File: src/rtl/stack_test_ctrl.sv
// Bottom-layer sequencer for the 3D-stack self-test chain: launches, snoops layer frames, retries on timeout.
// Optional STACK_CTRL_STATS_EN adds a saturating valid-frame counter output (frame_cnt).
module stack_test_ctrl #(
  parameter int MAX_LAYERS = 8,
  parameter int RST_CYCLES = 4,
  parameter int TIMEOUT    = 1024,
  parameter int MAX_RETRY  = 2
) (
  input  logic        clk,
  input  logic        rst_n,
  input  logic        start,
  input  logic [3:0]  cfg_layers,
  input  logic        bus_valid,
  input  logic [31:0] bus_in,
  input  logic [3:0]  rd_addr,
  output logic        test_rst_n,
  output logic        busy,
  output logic        done,
  output logic        error,
  output logic [1:0]  err_code,
  output logic [1:0]  retry_cnt,
  output logic        pmax_warn,
  output logic [3:0]  rd_pstate
`ifdef STACK_CTRL_STATS_EN
  ,
  output logic [15:0] frame_cnt
`endif
);

  localparam int TW = $clog2(TIMEOUT + 1);
  localparam int RW = $clog2(RST_CYCLES + 1);

  typedef enum logic [2:0] {IDLE, RESET_STACK, RUN, DONE, FAIL} state_t;

  state_t                       state, state_nxt;
  logic [RW-1:0]                rst_cnt;
  logic [TW-1:0]                to_cnt;
  logic [3:0]                   layers;
  logic [MAX_LAYERS-1:0]        seen, seen_nxt, need, wr_oh;
  logic [MAX_LAYERS-1:0][3:0]   ptab;

  logic       frame_ok, in_rng, wr, all_seen, expire, can_start, cfg_ok, launch, retry_ok;
  logic [3:0] src, ps;

  assign src       = bus_in[23:20];
  assign ps        = bus_in[27:24];
  assign frame_ok  = bus_valid && bus_in[15:0] == 16'hBEAF && bus_in[31:28] == 4'hA;
  assign in_rng    = {1'b0, src} < {1'b0, layers};
  assign wr        = state == RUN && frame_ok && in_rng;
  assign expire    = state == RUN && !wr && to_cnt == TW'(TIMEOUT - 1);
  assign can_start = state == IDLE || state == DONE || state == FAIL;
  assign cfg_ok    = cfg_layers != 4'd0 && {1'b0, cfg_layers} <= 5'(MAX_LAYERS);
  assign launch    = start && can_start && cfg_ok;
  assign retry_ok  = 32'(retry_cnt) < MAX_RETRY;

  always_comb begin
    wr_oh = '0;
    need  = '0;
    for (int i = 0; i < MAX_LAYERS; i++) begin
      wr_oh[i] = wr && src == 4'(i);
      need[i]  = 5'(i) < {1'b0, layers};
    end
  end

  // completion counts this cycle's write so done follows the last frame by one cycle
  assign seen_nxt = seen | wr_oh;
  assign all_seen = &(seen_nxt | ~need);

  always_comb begin
    state_nxt = state;
    case (state)
      IDLE, DONE, FAIL: if (start) state_nxt = cfg_ok ? RESET_STACK : FAIL;
      RESET_STACK:      if (rst_cnt == RW'(RST_CYCLES - 1)) state_nxt = RUN;
      RUN: begin
        if (wr && all_seen) state_nxt = DONE;
        else if (expire)    state_nxt = retry_ok ? RESET_STACK : FAIL;
      end
      default:          state_nxt = IDLE;
    endcase
  end

  always_ff @(posedge clk or negedge rst_n) begin
    if (!rst_n) begin
      state     <= IDLE;
      rst_cnt   <= '0;
      to_cnt    <= '0;
      layers    <= '0;
      seen      <= '0;
      ptab      <= '0;
      err_code  <= 2'd0;
      retry_cnt <= 2'd0;
      pmax_warn <= 1'b0;
    end else begin
      state   <= state_nxt;
      rst_cnt <= (state == RESET_STACK) ? rst_cnt + 1'b1 : '0;
      if (state != RUN || wr) to_cnt <= '0;
      else if (!expire)       to_cnt <= to_cnt + 1'b1;
      if (launch) begin
        layers    <= cfg_layers;
        seen      <= '0;
        ptab      <= '0;
        pmax_warn <= 1'b0;
        retry_cnt <= 2'd0;
        err_code  <= 2'd0;
      end else if (start && can_start) begin
        err_code <= 2'd1;
      end else if (wr) begin
        seen <= seen_nxt;
        for (int i = 0; i < MAX_LAYERS; i++)
          if (wr_oh[i]) ptab[i] <= ps;
        if (ps == 4'hF) pmax_warn <= 1'b1;
      end else if (expire) begin
        // table survives a retry so partial results stay readable after a final FAIL
        if (retry_ok) begin
          seen <= '0;
          if (retry_cnt != 2'd3) retry_cnt <= retry_cnt + 1'b1;
        end else begin
          err_code <= 2'd2;
        end
      end
    end
  end

`ifdef STACK_CTRL_STATS_EN
  always_ff @(posedge clk or negedge rst_n) begin
    if (!rst_n)                                              frame_cnt <= '0;
    else if (launch)                                         frame_cnt <= '0;
    else if (state == RUN && frame_ok && frame_cnt != 16'hFFFF) frame_cnt <= frame_cnt + 1'b1;
  end
`endif

  assign test_rst_n = state == RUN || state == DONE;
  assign busy       = state == RESET_STACK || state == RUN;
  assign done       = state == DONE;
  assign error      = state == FAIL;

  always_comb begin
    rd_pstate = 4'd0;
    for (int i = 0; i < MAX_LAYERS; i++)
      if (rd_addr == 4'(i)) rd_pstate = ptab[i];
  end

endmodule

File: config.mk
export PLATFORM = sky130hd
export DESIGN_NAME = stack_test_ctrl
export DESIGN_NICKNAME = d
export VERILOG_FILES = /design/src/rtl/stack_test_ctrl.sv
export SDC_FILE = /design/constraint.sdc
export NUM_CORES = 1
export LEC_CHECK = 0
export CAP_MARGIN = 20
export CORE_AREA = 5 5 92 94
export CTS_CLUSTER_SIZE = 12
export DETAILED_ROUTE_END_ITERATION = 10
export DIE_AREA = 0 0 97 99
export PLACE_DENSITY_LB_ADDON = 0.3
export SLEW_MARGIN = 40
export SYNTH_ARGS = -nofsm -noshare
export SYNTH_HDL_FRONTEND = slang
export SYNTH_SLANG_ARGS = --single-unit
export TNS_END_PERCENT = 20
File: constraint.sdc
create_clock -name clk -period 2 [get_ports clk]
set_input_delay 0.4 -clock clk [delete_from_list [all_inputs] [get_ports clk]]
set_output_delay 0.4 -clock clk [all_outputs]
set_load 0.1 [all_outputs]
==> run summary <==
The number of placed instances with taps included is 561. The H-tree level count is 3. The area of the mapped netlist is 3590 sq um. STA classifies the critical path startpoint as an input pin. The number of storage elements in the synthesis netlist came out at 66. In the layout the commonest cells are 66 x dfrtp_1, 57 x buf_4, 45 x nor2_1.

After detailed routing, the average wire length per cell comes to 16.7 um. The worst setup slack after placement came out at -0.674 ns. After clock tree synthesis, the clock-pin slew on the worst setup and hold paths is 0.08 ns. The area of placed instances came out at 4740 sq um. The number of nets in the final layout came out at 529. The congestion estimate from routability-driven global placement came to 0.835. The non-filler instance count after layout came out at 585. The tightest min-delay check is of the in2async type. The clock share of power came out at 25.7%. The share of synthesized flip-flops with an asynchronous set or reset came out at 100%. The count of endpoints failing hold in the final timing report is 0. The final worst slack came out at -0.122 ns. The power density of the placed cells is 864 nW/um^2. The part of the Yosys area used for sequential elements is 46.0%. The kind of capture point of the worst setup path is an output pin. The post-layout instance area came out at 5170 sq um. The number of antenna violations at the first check in global routing came out at 0. The share of post-route cells with drive strength above 1 is 31.9%. The internal portion of the total power is 2770 uW. The sum of net half-perimeters after detailed placement is 7.06 mm. The core region is 7570 sq um.

The share of total power dissipated in combinational logic is 40.9%. The insertion delay to the later sink of the worst-skew pair came out at 0.34 ns. The largest clock skew in the final design came out at 0.00622 ns.

The critical path is of the in2out type. The worst path arrival time came out at 1.72 ns. The hold buffer count at cts came out at 0. The count of max-cap constraint violations came out at 0. The final reports fail on setup timing.

The initial detailed-routing violation count is 124. The area of the die came out at 9600 sq um. The number of stages on the worst setup path is 7.

The count of cell types in the netlist came out at 53. The worst-path maximum fanout is 7. During synthesis, Yosys emitted a total of 0 warnings.

The clock root buffer master is clkbuf_8. The flow ran to the end, but the final reports show violations. For the pin with the worst max-slew slack, the measured transition is 0.507 ns.

Setup repair after global routing could not meet its margin everywhere. The number of buffer and inverter instances along the worst setup path is 3. The number of cells on the worst reg-to-reg path is 8. The TritonCTS sink count came out at 66. The number of port buffers came out at 52. The first global-routing pass estimated 15.9 mm of wire.

After detailed routing, the number of remaining DRC violations is 0. Relative to the synthesized area, the layout overhead comes to 44.2%. On the critical path, the stage with the largest delay is an instance of o211ai_1. For this run, the leading register cell type out of synthesis is dfrtp_1. The proportion of total power due to net switching came out at 38.1%. Setup violations remaining at the end of the flow were counted as 27. The count of pins on the block boundary came out at 57. The time the worst path needs with I/O delays and setup came out at 2.12 ns. Synthesis produced 373 cells. The number of synthesized flops with an enable pin is 0. Leaving out fill and tap cells, the most frequent cell in the layout is dfrtp_1. The highest clock rate came out at 471 MHz. The signal on the critical path passes through clkdlybuf4s15_2, buf_4, mux2i_1, o211ai_1, o21ai_4, a21oi_4, buf_12. Dividing the detail-routed via count by the number of cells gives 5.44. The total via count after detailed routing came out at 3185.

The CTS tree is yes. The maximum single-stage delay on the critical path came out at 0.31 ns. The total length of routed wires came out at 9.76 mm. The overall overflow remaining after global route came out at 0. The critical path required time is 1.60 ns.

The family with the most delay on the worst path is buffers and inverters. The number of nets with antenna violations after detailed routing came out at 0. The net count after synthesis is 424. The portion of the clock cycle consumed by the worst path in the final layout is 106%.

The peak supply drop is 0.588 mV. Setup total negative slack on the finished layout was measured at -1.46 ns. The global routing usage summed across all routing layers is 20.6%. The overall power of the completed layout came out at 4470 uW.

The total count of max-transition violations in the final report is 0. Per report_power, the sequential group accounts for 33.4% of the total. Counting along the longest clock path gives a buffer depth of 2. The number of global-route vias before repair is 3419.

The number of standard-cell rows in the floorplan is 32. Averaged over all synthesized cells, the footprint is 9.62 sq um. The overall die width is 97 um. The power dissipated by switching net loads is 1700 uW. The count of fill cells added during filler insertion came out at 566. The number of buffers created by CTS is 9. The number of antenna repair diodes is 0.

The height of the die came out at 99 um. The largest net degree at the start of global routing came out at 40. For this configuration, the core starts out at a cell density of 47.4%. The leakage power is 0.00225 uW.

The relative slew slack came out at 66.2%. The count of TritonRoute iterations in the first routing pass is 4.
[sequential cells by signal, summed over array words and instances (netlist names)]
name       cells
layers         4
err_code       2
pmax_warn      1
ptab          32
to_cnt        11
seen           8
rst_cnt        3
retry_cnt      2
state          3
[cell usage after synthesis, types with 3 or more instances]
| library cell | instances | area share (%) |
|---|---|---|
| a21oi_1 | 22 | 3.1 |
| a31oi_1 | 4 | 0.70 |
| and2_1 | 4 | 0.70 |
| and3_1 | 5 | 0.87 |
| buf_2 | 7 | 0.98 |
| buf_4 | 3 | 0.63 |
| clkbuf_1 | 12 | 1.3 |
| dfrtp_1 | 66 | 46 |
| ha_1 | 7 | 2.4 |
| inv_1 | 9 | 0.94 |
| mux2i_1 | 33 | 9.2 |
| nand2_1 | 31 | 3.2 |
| nand2b_1 | 4 | 0.70 |
| nand3_1 | 8 | 1.1 |
| nand3b_1 | 3 | 0.63 |
| nand4_1 | 5 | 0.87 |
| nor2_1 | 45 | 4.7 |
| nor2_2 | 9 | 1.6 |
| nor2b_1 | 9 | 1.6 |
| nor3_1 | 7 | 0.98 |
| nor3b_1 | 3 | 0.63 |
| o211ai_1 | 3 | 0.63 |
| o21a_1 | 11 | 2.3 |
| o21ai_0 | 19 | 2.7 |
| or3_1 | 3 | 0.52 |
| xnor2_1 | 4 | 0.98 |
| xor2_1 | 3 | 0.73 |
[layout make-up]
type	count	area [sq um]	share of cell area, %
tap	102	128	2.47
clock buffer	9	124	2.39
timing repair buffer	116	1130	21.9
sequential	66	1650	31.9
inverter	9	33.8	0.653
clock inverter	7	77.6	1.50
multi-input combinational	276	2030	39.2
[final timing paths]
kind / start / to / slack, ns
min: rst_n / rst_cnt[2] / 0.02
max in group asynchronous: rst_n / to_cnt[9] / 1.39
min in group clk: rst_cnt[0] / rst_cnt[0] / 0.45
max reg2reg: layers[1] / ptab[9] / -0.11
min reg2reg: rst_cnt[0] / rst_cnt[0] / 0.45
max: rd_addr[2] / rd_pstate[1] / -0.12
[kinds of logic after synthesis]
kind of cell	after synthesis	share of synthesized area [%]
AOI/OAI and AO/OA	76	13.5
DFF	66	46.0
xor gates and xnor gates	7	1.71
buffers and inverters	31	3.80
muxes	37	11.1
adders and majority gates	7	2.44
and+or+nand+nor	149	21.5
[power groups by stage]
stage	combinational (uW)	sequential, uW	clock (uW)
5_1_grt	1970	1500	1220
3_5_place_dp	1760	1510	0
6_report	1830	1490	1150
3_3_place_gp	1720	1510	0
2_1_floorplan	923	1590	0
4_1_cts	1790	1490	1160
[timing repair]
item,4_1_cts,5_1_grt
pin swaps,20,9
setup buffers,6,2
endpoints found under the setup margin,61,65
gates resized for setup,61,16
gates cloned,0,0
[per-stage QoR]
step	util, %	hold WS [ns]
floorplan	-	0.104
global placement	62.7	0.380
detailed placement	62.7	0.388
CTS	67.0	0.0182
global route	68.4	0.0354
finish	68.4	0.0205
[metal layers]
layer | track usage [%] | part of all wire (%) | up-vias
met1 | 24.0 | 42 | 1567
met3 | 4.67 | 4.2 | 20
met5 | 0 | 0 | -
met2 | 36.8 | 52 | 78
li1 | - | - | 1520
met4 | 8.32 | 2.1 | 0
Power figures use the tool's default switching activity.
